--- src/rtl/demux_router.sv ---
// Routes a byte stream to one of three decryptors through a small FIFO, ending each message on TOKEN.
// Optional feature: define DEMUX_DROP_CNT_EN to add a saturating 8-bit dropped-byte counter (drop_cnt_o).
module demux_router #(
  parameter int                 D_WIDTH = 8,
  parameter logic [D_WIDTH-1:0] TOKEN   = D_WIDTH'(8'hFA),
  parameter int                 DEPTH   = 4
) (
  input  logic               clk,
  input  logic               rst_n,
  input  logic [1:0]         select,
  input  logic [D_WIDTH-1:0] data_i,
  input  logic               valid_i,
  input  logic               busy0_i,
  input  logic               busy1_i,
  input  logic               busy2_i,
  output logic [D_WIDTH-1:0] data0_o,
  output logic [D_WIDTH-1:0] data1_o,
  output logic [D_WIDTH-1:0] data2_o,
  output logic               valid0_o,
  output logic               valid1_o,
  output logic               valid2_o,
  output logic               ovf_o
`ifdef DEMUX_DROP_CNT_EN
  ,
  output logic [7:0]         drop_cnt_o
`endif
);

  // state | meaning
  // IDLE  | waiting for the first byte of a message; select is sampled here
  // ROUTE | message in progress, bytes pushed toward the latched channel
  // DRAIN | TOKEN queued, further input dropped until TOKEN leaves the FIFO
  typedef enum logic [1:0] {IDLE, ROUTE, DRAIN} state_t;

  localparam int AW = (DEPTH > 1) ? $clog2(DEPTH) : 1;
  localparam int CW = AW + 1;

  state_t             state;
  logic [1:0]         sel_q;
  logic [D_WIDTH-1:0] mem [DEPTH];
  logic [AW-1:0]      wr_ptr;
  logic [AW-1:0]      rd_ptr;
  logic [CW-1:0]      count;

  logic               busy_sel;
  logic               do_pop;
  logic               full;
  logic               accept;
  logic               drop;
  logic [D_WIDTH-1:0] head;

  always_comb begin
    busy_sel = 1'b1;
    case (sel_q)
      2'b00:   busy_sel = busy0_i;
      2'b01:   busy_sel = busy1_i;
      2'b10:   busy_sel = busy2_i;
      default: busy_sel = 1'b1;
    endcase
    head   = mem[rd_ptr];
    do_pop = (count != '0) && !busy_sel;
    full   = (count == CW'(DEPTH));
    accept = 1'b0;
    drop   = 1'b0;
    if (valid_i) begin
      case (state)
        IDLE:    accept = (select != 2'b11);
        ROUTE:   accept = !(full && !do_pop);
        default: accept = 1'b0;
      endcase
      drop = !accept;
    end
  end

  always_ff @(posedge clk) begin
    if (accept) mem[wr_ptr] <= data_i;
  end

  always_ff @(posedge clk) begin
    if (rst_n) begin
      state    <= IDLE;
      sel_q    <= 2'b00;
      wr_ptr   <= '0;
      rd_ptr   <= '0;
      count    <= '0;
      data0_o  <= '0;
      data1_o  <= '0;
      data2_o  <= '0;
      valid0_o <= 1'b0;
      valid1_o <= 1'b0;
      valid2_o <= 1'b0;
      ovf_o    <= 1'b0;
    end else begin
      data0_o  <= '0;
      data1_o  <= '0;
      data2_o  <= '0;
      valid0_o <= 1'b0;
      valid1_o <= 1'b0;
      valid2_o <= 1'b0;
      ovf_o    <= drop;

      if (do_pop) begin
        rd_ptr <= rd_ptr + AW'(1);
        case (sel_q)
          2'b00: begin data0_o <= head; valid0_o <= 1'b1; end
          2'b01: begin data1_o <= head; valid1_o <= 1'b1; end
          2'b10: begin data2_o <= head; valid2_o <= 1'b1; end
          default: ;
        endcase
      end
      if (accept) wr_ptr <= wr_ptr + AW'(1);

      case ({accept, do_pop})
        2'b10:   count <= count + CW'(1);
        2'b01:   count <= count - CW'(1);
        default: ;
      endcase

      case (state)
        IDLE: if (accept) begin
          sel_q <= select;
          state <= ROUTE;
        end
        ROUTE: begin
          if (accept && data_i == TOKEN)     state <= DRAIN;
          else if (do_pop && head == TOKEN)  state <= IDLE;
        end
        DRAIN: if (do_pop && head == TOKEN) state <= IDLE;
        default: state <= IDLE;
      endcase
    end
  end

`ifdef DEMUX_DROP_CNT_EN
  always_ff @(posedge clk) begin
    if (rst_n)                          drop_cnt_o <= 8'd0;
    else if (drop && drop_cnt_o != 8'hFF) drop_cnt_o <= drop_cnt_o + 8'd1;
  end
`endif

endmodule

--- config.mk ---
export PLATFORM = sky130hd
export DESIGN_NAME = demux_router
export DESIGN_NICKNAME = d
export VERILOG_FILES = /design/src/rtl/demux_router.sv
export SDC_FILE = /design/constraint.sdc
export NUM_CORES = 1
export LEC_CHECK = 0
export ABC_CLOCK_PERIOD_IN_PS = 4000
export CELL_PAD_IN_SITES_DETAIL_PLACEMENT = 1
export CELL_PAD_IN_SITES_GLOBAL_PLACEMENT = 1
export CORE_ASPECT_RATIO = 1.75
export CORE_MARGIN = 4
export CORE_UTILIZATION = 46
export DETAILED_ROUTE_END_ITERATION = 10
export PLACE_DENSITY_LB_ADDON = 0.1
export RECOVER_POWER = 25
export SYNTH_ARGS = -nofsm -noshare
export SYNTH_HDL_FRONTEND = slang
export SYNTH_SLANG_ARGS = --single-unit
--- constraint.sdc ---
create_clock -name clk -period 4 [get_ports clk]
set_input_delay 0.8 -clock clk [delete_from_list [all_inputs] [get_ports clk]]
set_output_delay 0.8 -clock clk [all_outputs]
set_load 0.02 [all_outputs]
### Word level (Yosys, flattened, before mapping)

Memory sizes are Yosys's and may differ from the RTL's. A register that Yosys moved wholly into a read port is not among the register bits.
Cells that the tools add are included.

| storage, ports and cells | value |
|---|---|
| flip-flop bits (word level) | 39 |
| bits in latches | 0 |
| memory bits (writable) | 32 |
| bits in read-only memories | 0 |
| input port bits | 16 |
| output and inout port bits | 28 |
| logic and storage cells | 67 |
| memories | 1 |

| cells by class | value |
|---|---|
| $add $sub $neg | 4 |
| multiply operators | 0 |
| div/mod/pow operators | 0 |
| order comparisons | 0 |
| equality and inequality tests | 11 |
| shift-type cells | 0 |
| mux-type cells | 16 |
| bitwise logic cells | 5 |
| reductions and logical operators | 18 |

Memories:

| name | words | width | rd ports | clocked after memory_dff | wr ports | RTL line | RTL |
|---|---|---|---|---|---|---|---|
| mem | 4 | 8 | 1 | 1 | 1 | 40 | `logic [D_WIDTH-1:0] mem [DEPTH];` |

Operators by type and width:

| kind | count |
|---|---|
| == test 8 bit (second input constant) | 2 |
| two-way mux 2 bit | 5 |
| OR reduction 3 bit | 3 |
| two-way mux 1 bit | 7 |
| == test 2 x 1 -> 1 bit (second input constant) | 3 |
| == test 2 bit (second input constant) | 3 |
| one-hot mux 2 bit (3 select lines) | 1 |
| one-hot mux 3 bit (2 select lines) | 1 |
| NOT 1 bit | 5 |
| adder 2 x 1 -> 2 bit (second input constant) | 2 |
| logical AND 1 bit | 4 |
| logical NOT 1 bit | 4 |
| logical NOT 2 bit | 2 |
| inequality test 2 bit (second input constant) | 2 |
| OR reduction 2 bit | 2 |
| adder 3 x 1 -> 3 bit (second input constant) | 1 |
| == test 3 bit (second input constant) | 1 |
| one-hot mux 1 bit (3 select lines) | 1 |
| nonzero test 3 bit | 1 |
| subtractor 3 x 1 -> 3 bit (second input constant) | 1 |
| one-hot mux 1 bit (2 select lines) | 1 |
| AND reduction 2 bit | 1 |
| nonzero test 2 bit | 1 |

### Longest topological paths before layout

Gate-level depths: netlist of the first run.

| logic depth | value |
|---|---|
| depth in word-level cells | 13 |
| depth in mapped cells | 11 |
| mapped depth without buffers | 11 |

### Worst setup path before layout of the first run

Ideal clock, no wire load.

| timing | value |
|---|---|
| kind | input to register |
| start point | input busy2_i |
| end point | register count[2] |
| library setup time | 0.071 ns |
| data arrival time | 2.629 ns |
| required time | 3.929 ns |
| slack | 1.300 ns |
| stages on the path | 9 |
| path buffers | 0 |
| cells stage by stage | or3b_1 o21ai_2 and2_1 ha_1 inv_1 fa_1 xor2_1 or3_1 a21oi_1 |

| on the way | value |
|---|---|
| cells in the longest elaborated chain, start to end | 11 |
| elaborated cells on any way between the ends | 13 |
| those cells by class | 2 x eq/ne; 5 x mux; 6 x reduce/logical |

RTL lines:

| item | RTL line | RTL |
|---|---|---|
| start, declared | 15 | `input logic busy2_i,` |
| one-hot mux 1 bit (3 select lines) (*) | 54 | `case (sel_q)` |
| logical NOT 1 bit (*) | 61 | `do_pop = (count != '0) && !busy_sel;` |
| logical AND 1 bit (*) | 61 |  |
| logical NOT 1 bit | 68 | `ROUTE: accept = !(full && !do_pop);` |
| logical AND 1 bit | 68 |  |
| logical NOT 1 bit | 68 |  |
| one-hot mux 1 bit (2 select lines) | 66 | `case (state)` |
| two-way mux 1 bit (2 in a row) | 65 | `if (valid_i) begin` |
| == test 2 x 1 -> 1 bit or == test 2 bit (tied branches) | 113 | `case ({accept, do_pop})` |
| one-hot mux 3 bit (2 select lines) or nonzero test 2 bit (tied branches) | -- |  |
| end signal, assigned | 114 | `2'b10: count <= count + CW'(1);` |
| end signal, assigned | 115 | `2'b01: count <= count - CW'(1);` |
| end, declared | 43 | `logic [CW-1:0] count;` |

Mark *: on every way between the ends. The rest lies on a longest branch, timed or not. The select of a mux whose other input is x is not followed.
A chain may end at the register's enable or synchronous reset.

### Final worst setup path of the first run

Ends and elaborated chain as after synthesis.

==> results of run 1 <==
metrics by stage:
step	setup WS [ps]	hold slack (ps)
global route	746.5	566.6
finish	931.4	527.6
global placement	812.3	508.2
CTS	1075	544.4
detailed placement	694.0	522.6
floorplan	1300	483.7
power by group:
part	internal, mW	total (mW)	switching [mW]
registers	0.837	0.891	0.0539
clock network	0.356	0.643	0.287
logic	0.158	0.337	0.179
final cells by class:
class,count,area [um2],area share
clock buffer,9,123.9,0.03625
timing repair buffer,44,437.9,0.1282
clock inverter,7,101.3,0.02966
tap,76,95.09,0.02783
inverter,7,26.28,0.007689
multi-input combinational,104,850.8,0.2490
sequential,73,1782,0.5214
layout by cell type (no fill, tap or decap), types with 2 or more instances in the layout:
master,instances
clkinvlp_4,2
nor2_1,10
bufinv_16,2
nor3_1,4
inv_1,7
clkbuf_8,9
ha_1,5
and3_1,18
clkdlybuf4s50_1,35
dlygate4sd3_1,8
edfxtp_1,32
mux4_1,7
a21oi_1,6
and3_2,2
nand2_1,5
inv_6,2
nor3b_1,4
xor2_1,3
o21ai_0,6
and4b_1,2
dfxtp_1,41
nand3_1,4
and2_1,9
how the worst min path moves through the flow:
stage | from | to | cells after the start
detailed placement | rd_ptr[1]$_SDFFE_PP0N_ | rd_ptr[1]$_SDFFE_PP0N_ | 2
CTS | wr_ptr[1]$_SDFFE_PP0P_ | wr_ptr[1]$_SDFFE_PP0P_ | 2
global route | wr_ptr[0]$_SDFFE_PP0P_ | wr_ptr[0]$_SDFFE_PP0P_ | 2
global placement | rd_ptr[1]$_SDFFE_PP0N_ | rd_ptr[1]$_SDFFE_PP0N_ | 2
finish | sel_q[1]$_SDFFE_PP0P_ | sel_q[1]$_SDFFE_PP0P_ | 2
floorplan | wr_ptr[0]$_SDFFE_PP0P_ | wr_ptr[0]$_SDFFE_PP0P_ | 2
cells by family (layout without fill, tap and decap cells):
group,Yosys count,count (layout),synth area share
AND/OR/NAND/NOR,67,67,0.1488
XOR/XNOR,4,4,0.01303
buffers and inverters,12,67,0.02000
flip-flops,73,73,0.6623
multiplexers,8,8,0.07674
AO/OA/AOI/OAI,19,19,0.04837
adder cells (fa/ha/maj),6,6,0.03070
per-layer routing:
layer / routed length [um] / vias to the layer above / global-route usage
met5: 0 / - / 0
met4: 123 / 0 / 0.09496
met3: 228 / 12 / 0.05052
met2: 3078 / 37 / 0.3252
met1: 2047 / 800 / 0.1678
li1: - / 803 / -
worst min-delay path, stage by stage, from the launching register on:
cell     delay (ps)
dfxtp_1         340
o21ai_0          80
a21oi_1          60
state kept, by name, indices dropped and copies added (netlist names), named ones only:
name / cells
mem: 32
data0_o: 8
data1_o: 8
data2_o: 8
count: 3
rd_ptr: 2
sel_q: 2
state: 2
wr_ptr: 2
ovf_o: 1
valid0_o: 1
valid1_o: 1
valid2_o: 1
==> flow_summary.yaml, run 1 <==
finish:
  n_fill_cell: 555
  synthToLayoutAreaGrowth_pct: 27.02
  n_antenna_cell: 0
  fin_util: 0.6069
  final_cells: 320
  drive_gt1_frac: 0.09836
  final_area_um2: 3417
  final_nets: 261
worst_setup_path:
  path_buf_inv: 2
  crit-reg2reg-launch: "sel_q[0]$_SDFFE_PP0P_"
  cp_num_cells: 10
  endpoint: "count[2]$_SDFFE_PP0P_"
  critPathKind: "in -> reg"
  crit_chain: "clkdlybuf4s50_1, or3b_1, o21ai_0, and2_1, ha_1, inv_1, fa_1, xor2_1, or3_1, a21oi_1"
  path_max_fanout: 4
  cp.arrival_ps: 3350
  crit_family: "simple AND/OR/NAND/NOR gates"
  r2r_setup_slack_ps: 1220
  worst_path_largest_cell_delay_ps: 390
  crit_path_end_kind: "flip-flop"
  cp-start-kind: "primary input"
  reg2reg_to: "count[2]$_SDFFE_PP0P_"
  cpMaxStageDelayCell: "clkdlybuf4s50_1"
  setup.worst_path.start: "busy2_i"
  r2r_cells: 11
  crit_required_ps: 4290
timing:
  skew_ps: 8.619
  max_slew_margin: 0.4342
  final_max_slew_viol_count: 0
  final.setup.tns_ps: 0
  tightest_slew_ps: 842.2
  timing.fmax_mhz: 325.9
  fin_crit_sh: 0.7671
  setup_viol: 0
  min_period_ps: 3069
  rsz0062_at_grt: "no"
  hold_viol_final: 0
place:
  dp_hpwl_um: 4172
  gp_routability_congestion: 0.7793
  dpl_cell_area_um2: 3196
  portBuffers: 43
  post-place-cells: 304
clocking:
  cts-buffers-inserted: 9
  htreeDepth: 3
  post_cts_resized: 0
  clk_latency_ps: 360
  root_buffer: "clkbuf_8"
  clkSinkCount: 73
  clkTransAtPathRegs_ps: 80
  clk_path_buf_depth: 2
  post_cts_buffers: 0
  holdBufCountCts: 0
  cts_tree: "built"
power_and_ir_drop:
  p_total_mw: 1.871
  leakage_nw: 1.287
  peakVddDrop_v: 0.0003236
  pwr_density_cell_nw_per_um2: 547.7
synthesis:
  syn_inst: 189
  synth_common_cells: "dfxtp_1 (41), edfxtp_1 (32), and3_1 (18)"
  synthFlopType: "dfxtp_1"
  synth_edf_count: 32
  yosys_warnings: 0
  avgSynthCellArea_um2: 14.23
  synthMostInstantiatedCell: "dfxtp_1"
  synth_nets: 211
  netlist_top_cells_area: "edfxtp_1 (36%), dfxtp_1 (31%), mux4_1 (6.8%)"
  synth_largest_area_cell: "edfxtp_1"
  synth_top_area_share: 0.3572
  yosysUniqueCellTypes: 40
  synth_area_um2: 2690
  ys_ff_latch: 73
  synth-async-reset-ratio: 0
  synth-seq-area-share: 0.6623
die:
  dieWidth_um: 65.81
  dieHeight_um: 109.2
  die-area_um2: 7183
  io_pins: 44
  row_count: 36
  start_util: 0.4778
  coreArea_um2: 5630
global_routing:
  grt_max_degree: 19
  grt_pass1_vias: 1840
  antenna_found_initial: 0
  gr-usage-all-layers: 0.1754
  grt_pass1_wl_um: 9059
  grt-ovfl-total: 0
drt:
  vias: 1652
  drcViolationCount: 0
  ant_nets: 0
  first_pass_iters: 4
  drtIter0Drc: 77
  wl_per_cell_um: 17.12
  finalWirelength_um: 5478
  vias_per_cell: 5.163
min_path:
  hold_class: "reg -> reg"
run:
  maxCapViolCount: 0
run_status:
  status: "finished clean"
Power figures use the tool's default switching activity.
==> inputs of run 2 (changes only) <==
--- a/config.mk
+++ b/config.mk
@@ -5,12 +5,12 @@
 export SDC_FILE = /design/constraint.sdc
 export NUM_CORES = 1
 export LEC_CHECK = 0
-export ABC_CLOCK_PERIOD_IN_PS = 4000
+export ABC_CLOCK_PERIOD_IN_PS = 3210
 export CELL_PAD_IN_SITES_DETAIL_PLACEMENT = 1
 export CELL_PAD_IN_SITES_GLOBAL_PLACEMENT = 1
 export CORE_ASPECT_RATIO = 1.75
 export CORE_MARGIN = 4
-export CORE_UTILIZATION = 46
+export CORE_UTILIZATION = 43
 export DETAILED_ROUTE_END_ITERATION = 10
 export PLACE_DENSITY_LB_ADDON = 0.1
 export RECOVER_POWER = 25
==> constraint.sdc (replaced) <==
create_clock -name clk -period 3.21 [get_ports clk]
set_input_delay 0.642 -clock clk [delete_from_list [all_inputs] [get_ports clk]]
set_output_delay 0.642 -clock clk [all_outputs]
set_load 0.02 [all_outputs]
==> flow_summary.yaml, run 2 (synthesized netlist as in run 1, its figures left out) <==
run_status:
  status: "finished clean"
timing:
  setup_viol: 0
  fin_crit_sh: 0.8792
  hold_viol_final: 0
  min_period_ps: 2822
  final_max_slew_viol_count: 0
  final.setup.tns_ps: 0
  tightest_slew_ps: 582.6
  rsz0062_at_grt: "no"
  skew_ps: 5.056
  max_slew_margin: 0.6108
  timing.fmax_mhz: 354.3
clocking:
  clk_latency_ps: 340
  root_buffer: "clkbuf_8"
  clkTransAtPathRegs_ps: 70
  htreeDepth: 3
  clkSinkCount: 73
  cts-buffers-inserted: 9
  post_cts_buffers: 0
  post_cts_resized: 0
  clk_path_buf_depth: 2
  cts_tree: "built"
  holdBufCountCts: 0
drt:
  finalWirelength_um: 5673
  first_pass_iters: 4
  vias_per_cell: 5.102
  drtIter0Drc: 48
  wl_per_cell_um: 17.56
  drcViolationCount: 0
  vias: 1648
  ant_nets: 0
global_routing:
  grt_pass1_wl_um: 8873
  grt-ovfl-total: 0
  grt_pass1_vias: 1744
  antenna_found_initial: 0
  gr-usage-all-layers: 0.1610
  grt_max_degree: 19
worst_setup_path:
  r2r_setup_slack_ps: 500
  cp-start-kind: "primary input"
  r2r_cells: 11
  endpoint: "count[2]$_SDFFE_PP0P_"
  setup.worst_path.start: "busy2_i"
  path_max_fanout: 4
  crit_path_end_kind: "flip-flop"
  critPathKind: "in -> reg"
  reg2reg_to: "count[2]$_SDFFE_PP0P_"
  crit-reg2reg-launch: "sel_q[0]$_SDFFE_PP0P_"
  cp.arrival_ps: 3090
  crit_required_ps: 3480
min_path:
  hold_class: "reg -> reg"
finish:
  n_antenna_cell: 0
  final_area_um2: 3432
  final_nets: 262
  fin_util: 0.5747
  drive_gt1_frac: 0.1020
  regMostFlops: "mem"
  synthToLayoutAreaGrowth_pct: 27.58
  layout_common_cells: "dfxtp_1 (41), clkdlybuf4s50_1 (34), edfxtp_1 (32), and3_1 (18), clkbuf_8 (11)"
  largest_reg_flops: 32
  n_fill_cell: 577
  layout_commonest_cell: "dfxtp_1"
die:
  die-area_um2: 7636
  coreArea_um2: 5972
  dieHeight_um: 112.6
  row_count: 37
  dieWidth_um: 67.79
  start_util: 0.4505
  io_pins: 44
power_and_ir_drop:
  peakVddDrop_v: 0.0003468
  p_total_mw: 2.312
  leakage_nw: 1.299
  pwr_density_cell_nw_per_um2: 673.6
place:
  dpl_cell_area_um2: 3206
  gp_routability_congestion: 0.7786
  portBuffers: 43
  dp_hpwl_um: 4239
run:
  maxCapViolCount: 0
==> run 2: cell types whose count changed in the layout (fill, tap and decap cells not counted), sizes merged <==
cell,delta
buf,+1
bufinv,-1
clkbuf,+4
clkdlybuf4s50,-1
clkinvlp,-1
dlygate4sd3,+1
inv,-2
==> run 2: how the worst min path moves through the flow <==
stage / startpoint / to / slack, ps / cells past startpoint
floorplan: wr_ptr[0]$_SDFFE_PP0P_ / wr_ptr[0]$_SDFFE_PP0P_ / 480 / 2
global placement: count[2]$_SDFFE_PP0P_ / count[2]$_SDFFE_PP0P_ / 500 / 2
detailed placement: rd_ptr[1]$_SDFFE_PP0N_ / rd_ptr[1]$_SDFFE_PP0N_ / 520 / 2
CTS: rd_ptr[1]$_SDFFE_PP0N_ / rd_ptr[1]$_SDFFE_PP0N_ / 540 / 2
global route: count[2]$_SDFFE_PP0P_ / count[2]$_SDFFE_PP0P_ / 570 / 2
finish: rd_ptr[1]$_SDFFE_PP0N_ / rd_ptr[1]$_SDFFE_PP0N_ / 530 / 2
==> run 2: area by class of cell <==
cell class | instances | area [um2] | area share
clock buffer | 13 | 180.2 | 0.05250
clock inverter | 3 | 46.29 | 0.01349
timing repair buffer | 45 | 445.4 | 0.1298
tap | 78 | 97.59 | 0.02844
sequential | 73 | 1782 | 0.5191
inverter | 7 | 26.28 | 0.007656
multi-input combinational | 104 | 854.6 | 0.2490
==> run 2: report_power, final <==
part / internal [mW] / leakage, nW / switching [mW]
Clock: 0.450 / 0.111 / 0.325
Sequential: 1.04 / 0.625 / 0.0688
Combinational: 0.198 / 0.563 / 0.226
==> run 2: critical path, cell delays in order <==
cell	delay, ps
clkdlybuf4s50_1	420
or3b_1	390
o21ai_2	120
and2_1	230
ha_1	230
inv_1	80
fa_1	370
xor2_1	160
or3_1	300
a21oi_1	140
==> run 2: metal layers <==
metal | GRT usage | vias up | part of all wire
met2 | 0.2869 | 31 | 0.56
met5 | 0 | - | 0
met4 | 0.06773 | 0 | 0.017
li1 | - | 801 | -
met3 | 0.05105 | 6 | 0.044
met1 | 0.1666 | 810 | 0.38
==> run 2: through the flow <==
| step | cells | hold WS, ps | worst slack [ps] |
|---|---|---|---|
| after floorplan | 189 | 483.7 | 668.5 |
| after detailed placement | 307 | 518.9 | 42.65 |
| after global routing | 323 | 565.9 | 233.5 |
| after CTS | 323 | 541.4 | 388.8 |
| after global placement | 307 | 504.7 | 185.5 |
| final | 323 | 533.1 | 387.9 |
